File: config.mk
export PLATFORM = sky130hd
export DESIGN_NAME = hazard_scoreboard
export DESIGN_NICKNAME = d
export VERILOG_FILES = /design/src/rtl/hazard_scoreboard.sv
export SDC_FILE = /design/constraint.sdc
export NUM_CORES = 1
export LEC_CHECK = 0
export ABC_AREA = 1
export BUFFER_PORTS_ARGS = -buffer_cell sky130_fd_sc_hd__buf_4
export CORE_MARGIN = 2
export CORE_UTILIZATION = 59
export CTS_BUF_LIST = sky130_fd_sc_hd__clkbuf_8
export DETAILED_ROUTE_END_ITERATION = 8
export GPL_TIMING_DRIVEN = 0
export PLACE_DENSITY = 0.83
export REMOVE_ABC_BUFFERS = 1
export SLEW_MARGIN = 10
export SYNTH_ARGS = -nofsm -noshare
export SYNTH_HDL_FRONTEND = slang
export SYNTH_SLANG_ARGS = --single-unit
File: constraint.sdc
create_clock -name CLK -period 1.82 [get_ports CLK]
set_input_delay 0.273 -clock CLK [delete_from_list [all_inputs] [get_ports CLK]]
set_output_delay 0.273 -clock CLK [all_outputs]
set_load 0.02 [all_outputs]
File: src/rtl/hazard_scoreboard.sv
// rtl/hazard_scoreboard.sv - Tuse/Tnew hazard scoreboard for a five-stage MIPS pipeline
// Shadow-tracks E/M/W destinations and result latencies plus the MD unit countdown.

module hazard_scoreboard #(
   parameter int AW          = 5,
   parameter int MULT_CYCLES = 5,
   parameter int DIV_CYCLES  = 10
) (
   input  logic          CLK,
   input  logic          RST_N,
   input  logic [AW-1:0] RS_D,
   input  logic [AW-1:0] RT_D,
   input  logic [1:0]    TUSE_RS_D,
   input  logic [1:0]    TUSE_RT_D,
   input  logic [AW-1:0] DST_D,
   input  logic [1:0]    TNEW_D,
   input  logic          MD_USE_D,
   input  logic [1:0]    MD_START_D,
   input  logic          EXC_FLUSH,
   output logic          STALL_PC,
   output logic          STALL_D,
   output logic          FLUSH_E,
   output logic [1:0]    FWD_RS_D,
   output logic [1:0]    FWD_RT_D,
   output logic [1:0]    FWD_RS_E,
   output logic [1:0]    FWD_RT_E,
   output logic          FWD_RT_M,
   output logic          MD_BUSY
);

   localparam int MAXC = (MULT_CYCLES > DIV_CYCLES) ? MULT_CYCLES : DIV_CYCLES;
   localparam int CW   = $clog2(MAXC + 1);
   localparam logic [CW-1:0] MULT_LD = CW'(MULT_CYCLES);
   localparam logic [CW-1:0] DIV_LD  = CW'(DIV_CYCLES);

   logic [AW-1:0] e_dst_q, e_dst_d, e_rs_q, e_rs_d, e_rt_q, e_rt_d;
   logic [1:0]    e_tnew_q, e_tnew_d, e_md_q, e_md_d;
   logic [AW-1:0] m_dst_q, m_dst_d, m_rt_q, m_rt_d;
   logic [1:0]    m_tnew_q, m_tnew_d;
   logic [AW-1:0] w_dst_q, w_dst_d;
   logic [CW-1:0] cnt_q, cnt_d;

   logic          stall;
   logic          md_busy;
   logic [1:0]    md_start;

   function automatic logic src_stall(input logic [AW-1:0] s, input logic [1:0] tuse);
      logic hit_e;
      logic hit_m;
      hit_e = (e_dst_q == s) && (e_tnew_q > tuse);
      hit_m = (m_dst_q == s) && (m_tnew_q > tuse);
      return (s != '0) && (tuse != 2'd3) && (hit_e || hit_m);
   endfunction

   // Youngest ready producer wins; W is always ready by construction.
   function automatic logic [1:0] fwd_d(input logic [AW-1:0] s);
      logic [1:0] sel;
      sel = 2'd0;
      if (s != '0) begin
         if ((e_dst_q == s) && (e_tnew_q == 2'd0))      sel = 2'd1;
         else if ((m_dst_q == s) && (m_tnew_q == 2'd0)) sel = 2'd2;
         else if (w_dst_q == s)                         sel = 2'd3;
      end
      return sel;
   endfunction

   function automatic logic [1:0] fwd_e(input logic [AW-1:0] s);
      logic [1:0] sel;
      sel = 2'd0;
      if (s != '0) begin
         if ((m_dst_q == s) && (m_tnew_q == 2'd0)) sel = 2'd1;
         else if (w_dst_q == s)                    sel = 2'd2;
      end
      return sel;
   endfunction

   assign md_start = (MD_START_D == 2'b11) ? 2'b00 : MD_START_D;
   assign md_busy  = (cnt_q != '0) || (e_md_q != 2'b00);
   assign stall    = src_stall(RS_D, TUSE_RS_D) || src_stall(RT_D, TUSE_RT_D) ||
                     (MD_USE_D && md_busy);

   assign STALL_PC = stall;
   assign STALL_D  = stall;
   assign FLUSH_E  = stall;
   assign MD_BUSY  = md_busy;
   assign FWD_RS_D = fwd_d(RS_D);
   assign FWD_RT_D = fwd_d(RT_D);
   assign FWD_RS_E = fwd_e(e_rs_q);
   assign FWD_RT_E = fwd_e(e_rt_q);
   assign FWD_RT_M = (m_rt_q != '0) && (m_rt_q == w_dst_q);

   always_comb begin
      e_dst_d  = DST_D;
      e_tnew_d = TNEW_D;
      e_rs_d   = RS_D;
      e_rt_d   = RT_D;
      e_md_d   = md_start;
      if (stall || EXC_FLUSH) begin
         e_dst_d  = '0;
         e_tnew_d = 2'd0;
         e_rs_d   = '0;
         e_rt_d   = '0;
         e_md_d   = 2'b00;
      end

      m_dst_d  = e_dst_q;
      m_tnew_d = (e_tnew_q == 2'd0) ? 2'd0 : e_tnew_q - 2'd1;
      m_rt_d   = e_rt_q;
      if (EXC_FLUSH) begin
         m_dst_d  = '0;
         m_tnew_d = 2'd0;
         m_rt_d   = '0;
      end

      w_dst_d = m_dst_q;

      // A start killed in E never loads; a running count survives the flush.
      cnt_d = cnt_q;
      if ((e_md_q != 2'b00) && !EXC_FLUSH)
         cnt_d = (e_md_q == 2'b01) ? MULT_LD : DIV_LD;
      else if (cnt_q != '0)
         cnt_d = cnt_q - CW'(1);
   end

   always_ff @(posedge CLK or negedge RST_N) begin
      if (!RST_N) begin
         e_dst_q  <= '0;
         e_tnew_q <= 2'd0;
         e_rs_q   <= '0;
         e_rt_q   <= '0;
         e_md_q   <= 2'b00;
         m_dst_q  <= '0;
         m_tnew_q <= 2'd0;
         m_rt_q   <= '0;
         w_dst_q  <= '0;
         cnt_q    <= '0;
      end else begin
         e_dst_q  <= e_dst_d;
         e_tnew_q <= e_tnew_d;
         e_rs_q   <= e_rs_d;
         e_rt_q   <= e_rt_d;
         e_md_q   <= e_md_d;
         m_dst_q  <= m_dst_d;
         m_tnew_q <= m_tnew_d;
         m_rt_q   <= m_rt_d;
         w_dst_q  <= w_dst_d;
         cnt_q    <= cnt_d;
      end
   end

endmodule

==> impl_metrics.tcl <==
set metrics [dict create \
    outcome "finished with violations" \
    violations "setup timing" \
    hold_violations 0 \
    skew_ns 0.00477 \
    clock-sinks 40 \
    cts_buffer_depth 2 \
    drtPass1Iterations 6 \
    slew_viol_final 0 \
    worst_slew_pin_slew_ns 0.506 \
    crit_required_ns 1.55 \
    top_usage_layer "met2" \
    h-tree-depth 2 \
    hpwlAfterDp_microns 4490 \
    finalWirelength_microns 7570 \
    core_area_sq_mm 0.00409 \
    vias 2581 \
    setup_tns_ns -1.88 \
    rows 23 \
    clk_pin_slew_ns 0.07 \
    diodes 0 \
    synth_area_per_cell_sq_um 7.50 \
    hp-class "in2reg" \
    fin_crit_sh_pct 117 \
    die_h_microns 70.0 \
    grt_use_met3_pct 5.77 \
    period_needed_ns 2.13 \
    rsz0062_at_grt "yes" \
    fill_cells 219 \
    fin_nets 440 \
    initial_core_util_pct 62.8 \
    die_width_microns 70.0 \
    synthCells 342 \
    seq_area_sq_mm 0.00101 \
    end_kind "output port" \
    drive_above_1_share_pct 38.1 \
    cp_max_fo 3 \
    start_kind "flop" \
    cts_tree "built" \
    drv_cap 0 \
    area_delta_synth_final_pct 37.0 \
    routabilityCongestion 0.887 \
    drc 0 \
    setup_viol 14 \
    yosysWarningCount 0 \
    worst_ir_drop_vdd_uv 635 \
    total_power_mw 2.84 \
    synth.area.top_cells "dfrtp_1, nand2_1, inv_1" \
    grt_use_met2_pct 50.6 \
    synth_top_cell_by_area "dfrtp_1" \
    dr.first_iter.drc_count 205 \
    grt_pass1_wl_microns 10700 \
    clock.fmax_mhz 469 \
    arrival_ns 1.86 \
    cts_buffers 5 \
    track_usage_pct 27.7 \
    path_class "reg2out" \
    grt_max_degree 41 \
    root_buffer "clkbuf_8" \
    p_per_area_mw_per_mm2 809 \
    grt_use_met1_pct 31.3 \
    relSlewSlack_pct 66.3 \
    clock_latency_ns 0.30 \
    drtAntennaViolNets 0 \
    synth_cell_type_count 32 \
    yosysSeqAreaShare_pct 39.0 \
    routed_via_density 5.69 \
    port_buffers 39 \
    synthesis.area_sq_mm 0.00257 \
    yosysTopAreaCellShare_pct 39.0 \
    antenna_found_initial 0 \
    ys_ff_latch 40 \
    wl_per_cell_microns 16.7 \
    fin_ws_ns -0.311 \
    multi_input_area_sq_mm 0.00159 \
    gr-total-overflow 0 \
    dieArea_sq_mm 0.00489 \
    power_leakage_nw 1.77 \
    ios 40 \
    grt_pass1_vias 2386 \
]
cell usage after synthesis, drive strengths merged:
master,instances
nand2,73
inv,62
nor2,55
dfrtp,40
xor2,16
xnor2,12
nand4,11
ha,10
nand3,10
a21oi,7
nor3,7
o21ai,6
clkbuf,5
nor4,5
o22ai,5
or2,5
a21boi,3
buf,3
a211oi,2
a221oi,1
a311oi,1
o211ai,1
o41ai,1
or3,1
worst max-delay path, cell delays in order, from the launching register on:
cell and delay, ns:
dfrtp_1 0.41, inv_1 0.09, nand2_1 0.07, nand2_1 0.05, nor2_1 0.22, nand3_1 0.16
nor2_1 0.16, inv_1 0.07, a21boi_1 0.16, buf_4 0.17
stage by stage:
step	instances	hold WS [ns]	setup WS (ns)	utilization (%)	instance area (sq um)
finish	454	0.194	-0.311	86.0	3520
global route	454	0.202	-0.402	86.0	3520
CTS	445	0.189	-0.188	77.8	3180
detailed placement	423	0.275	-0.0376	70.4	2880
global placement	423	0.274	-0.0383	70.4	2880
floorplan	334	-0.0226	-0.0822	-	2520
where the power goes:
group	switching (mW)	internal [mW]	total [mW]	leakage [nW]
clock network	0.305	0.302	0.607	0.0510
logic	0.647	0.519	1.17	1.20
registers	0.0810	0.988	1.07	0.519
total	1.03	1.81	2.84	1.77
timing repair:
| action | 4_1_cts | 5_1_grt |
|---|---|---|
| endpoints found under the hold margin | 40 | 0 |
| gates resized for setup | 40 | 57 |
| endpoints found under the setup margin | 12 | 32 |
| hold buffers | 1 | 0 |
| cloned | 0 | 1 |
| setup buffers | 13 | 9 |
| pin swaps | 21 | 34 |
path summary, 6_finish.rpt:
path,startpoint,endpoint,slack (ns),cells past startpoint
hold reg to reg,m_dst_q[3],w_dst_q[3],0.48,0
setup / recovery,e_dst_q[2],FWD_RT_D[0],-0.31,9
min in group asynchronous,RST_N,e_rs_q[4],0.50,2
hold / removal,TNEW_D[0],e_tnew_q[0],0.19,3
setup reg to reg,e_tnew_q[1],e_dst_q[1],-0.01,10
max in group asynchronous,RST_N,e_tnew_q[1],0.94,2
sequential cells by signal, indices dropped and copies added, names as in the netlist, 4 cells and up:
name	flops
m_dst_q	5
e_rt_q	5
cnt_q	4
e_dst_q	5
w_dst_q	5
m_rt_q	5
e_rs_q	5
routing by layer:
metal | part of all wire [%] | vias up
met4 | 4.2 | 0
met1 | 37 | 1220
met5 | 0 | -
met2 | 52 | 144
li1 | - | 1184
met3 | 6.4 | 33
placed cells by master, fill, tap and decap left out, types with 4 or more instances in the layout:
cell type	n
ha_4	7
nand2_1	66
or2_2	4
nor2_2	16
inv_2	11
nand4_1	10
nor3_1	5
clkbuf_8	6
dfrtp_2	11
nor2_4	7
a21oi_2	4
nor2_1	32
o22ai_1	5
xnor2_1	12
xor2_1	15
buf_6	6
inv_1	51
nand2_2	6
nand3_1	8
buf_4	52
dfrtp_1	29
kinds of logic after synthesis:
family	after synthesis	synth area share (%)
and+or+nand+nor	167	29.1
buffers and inverters	70	10.8
DFF	40	39.0
xor gates and xnor gates	28	9.56
AOI/OAI and AO/OA	27	6.68
adders and majority gates	10	4.88
layout make-up:
| cell class | instances | share of cell area [%] |
|---|---|---|
| clock buffer | 6 | 2.35 |
| multi-input combinational | 232 | 45.1 |
| tap | 50 | 1.78 |
| timing repair buffer | 62 | 15.0 |
| clock inverter | 2 | 0.285 |
| inverter | 62 | 6.62 |
| sequential | 40 | 28.9 |
Note: power is estimated with default switching activity, not from simulation.
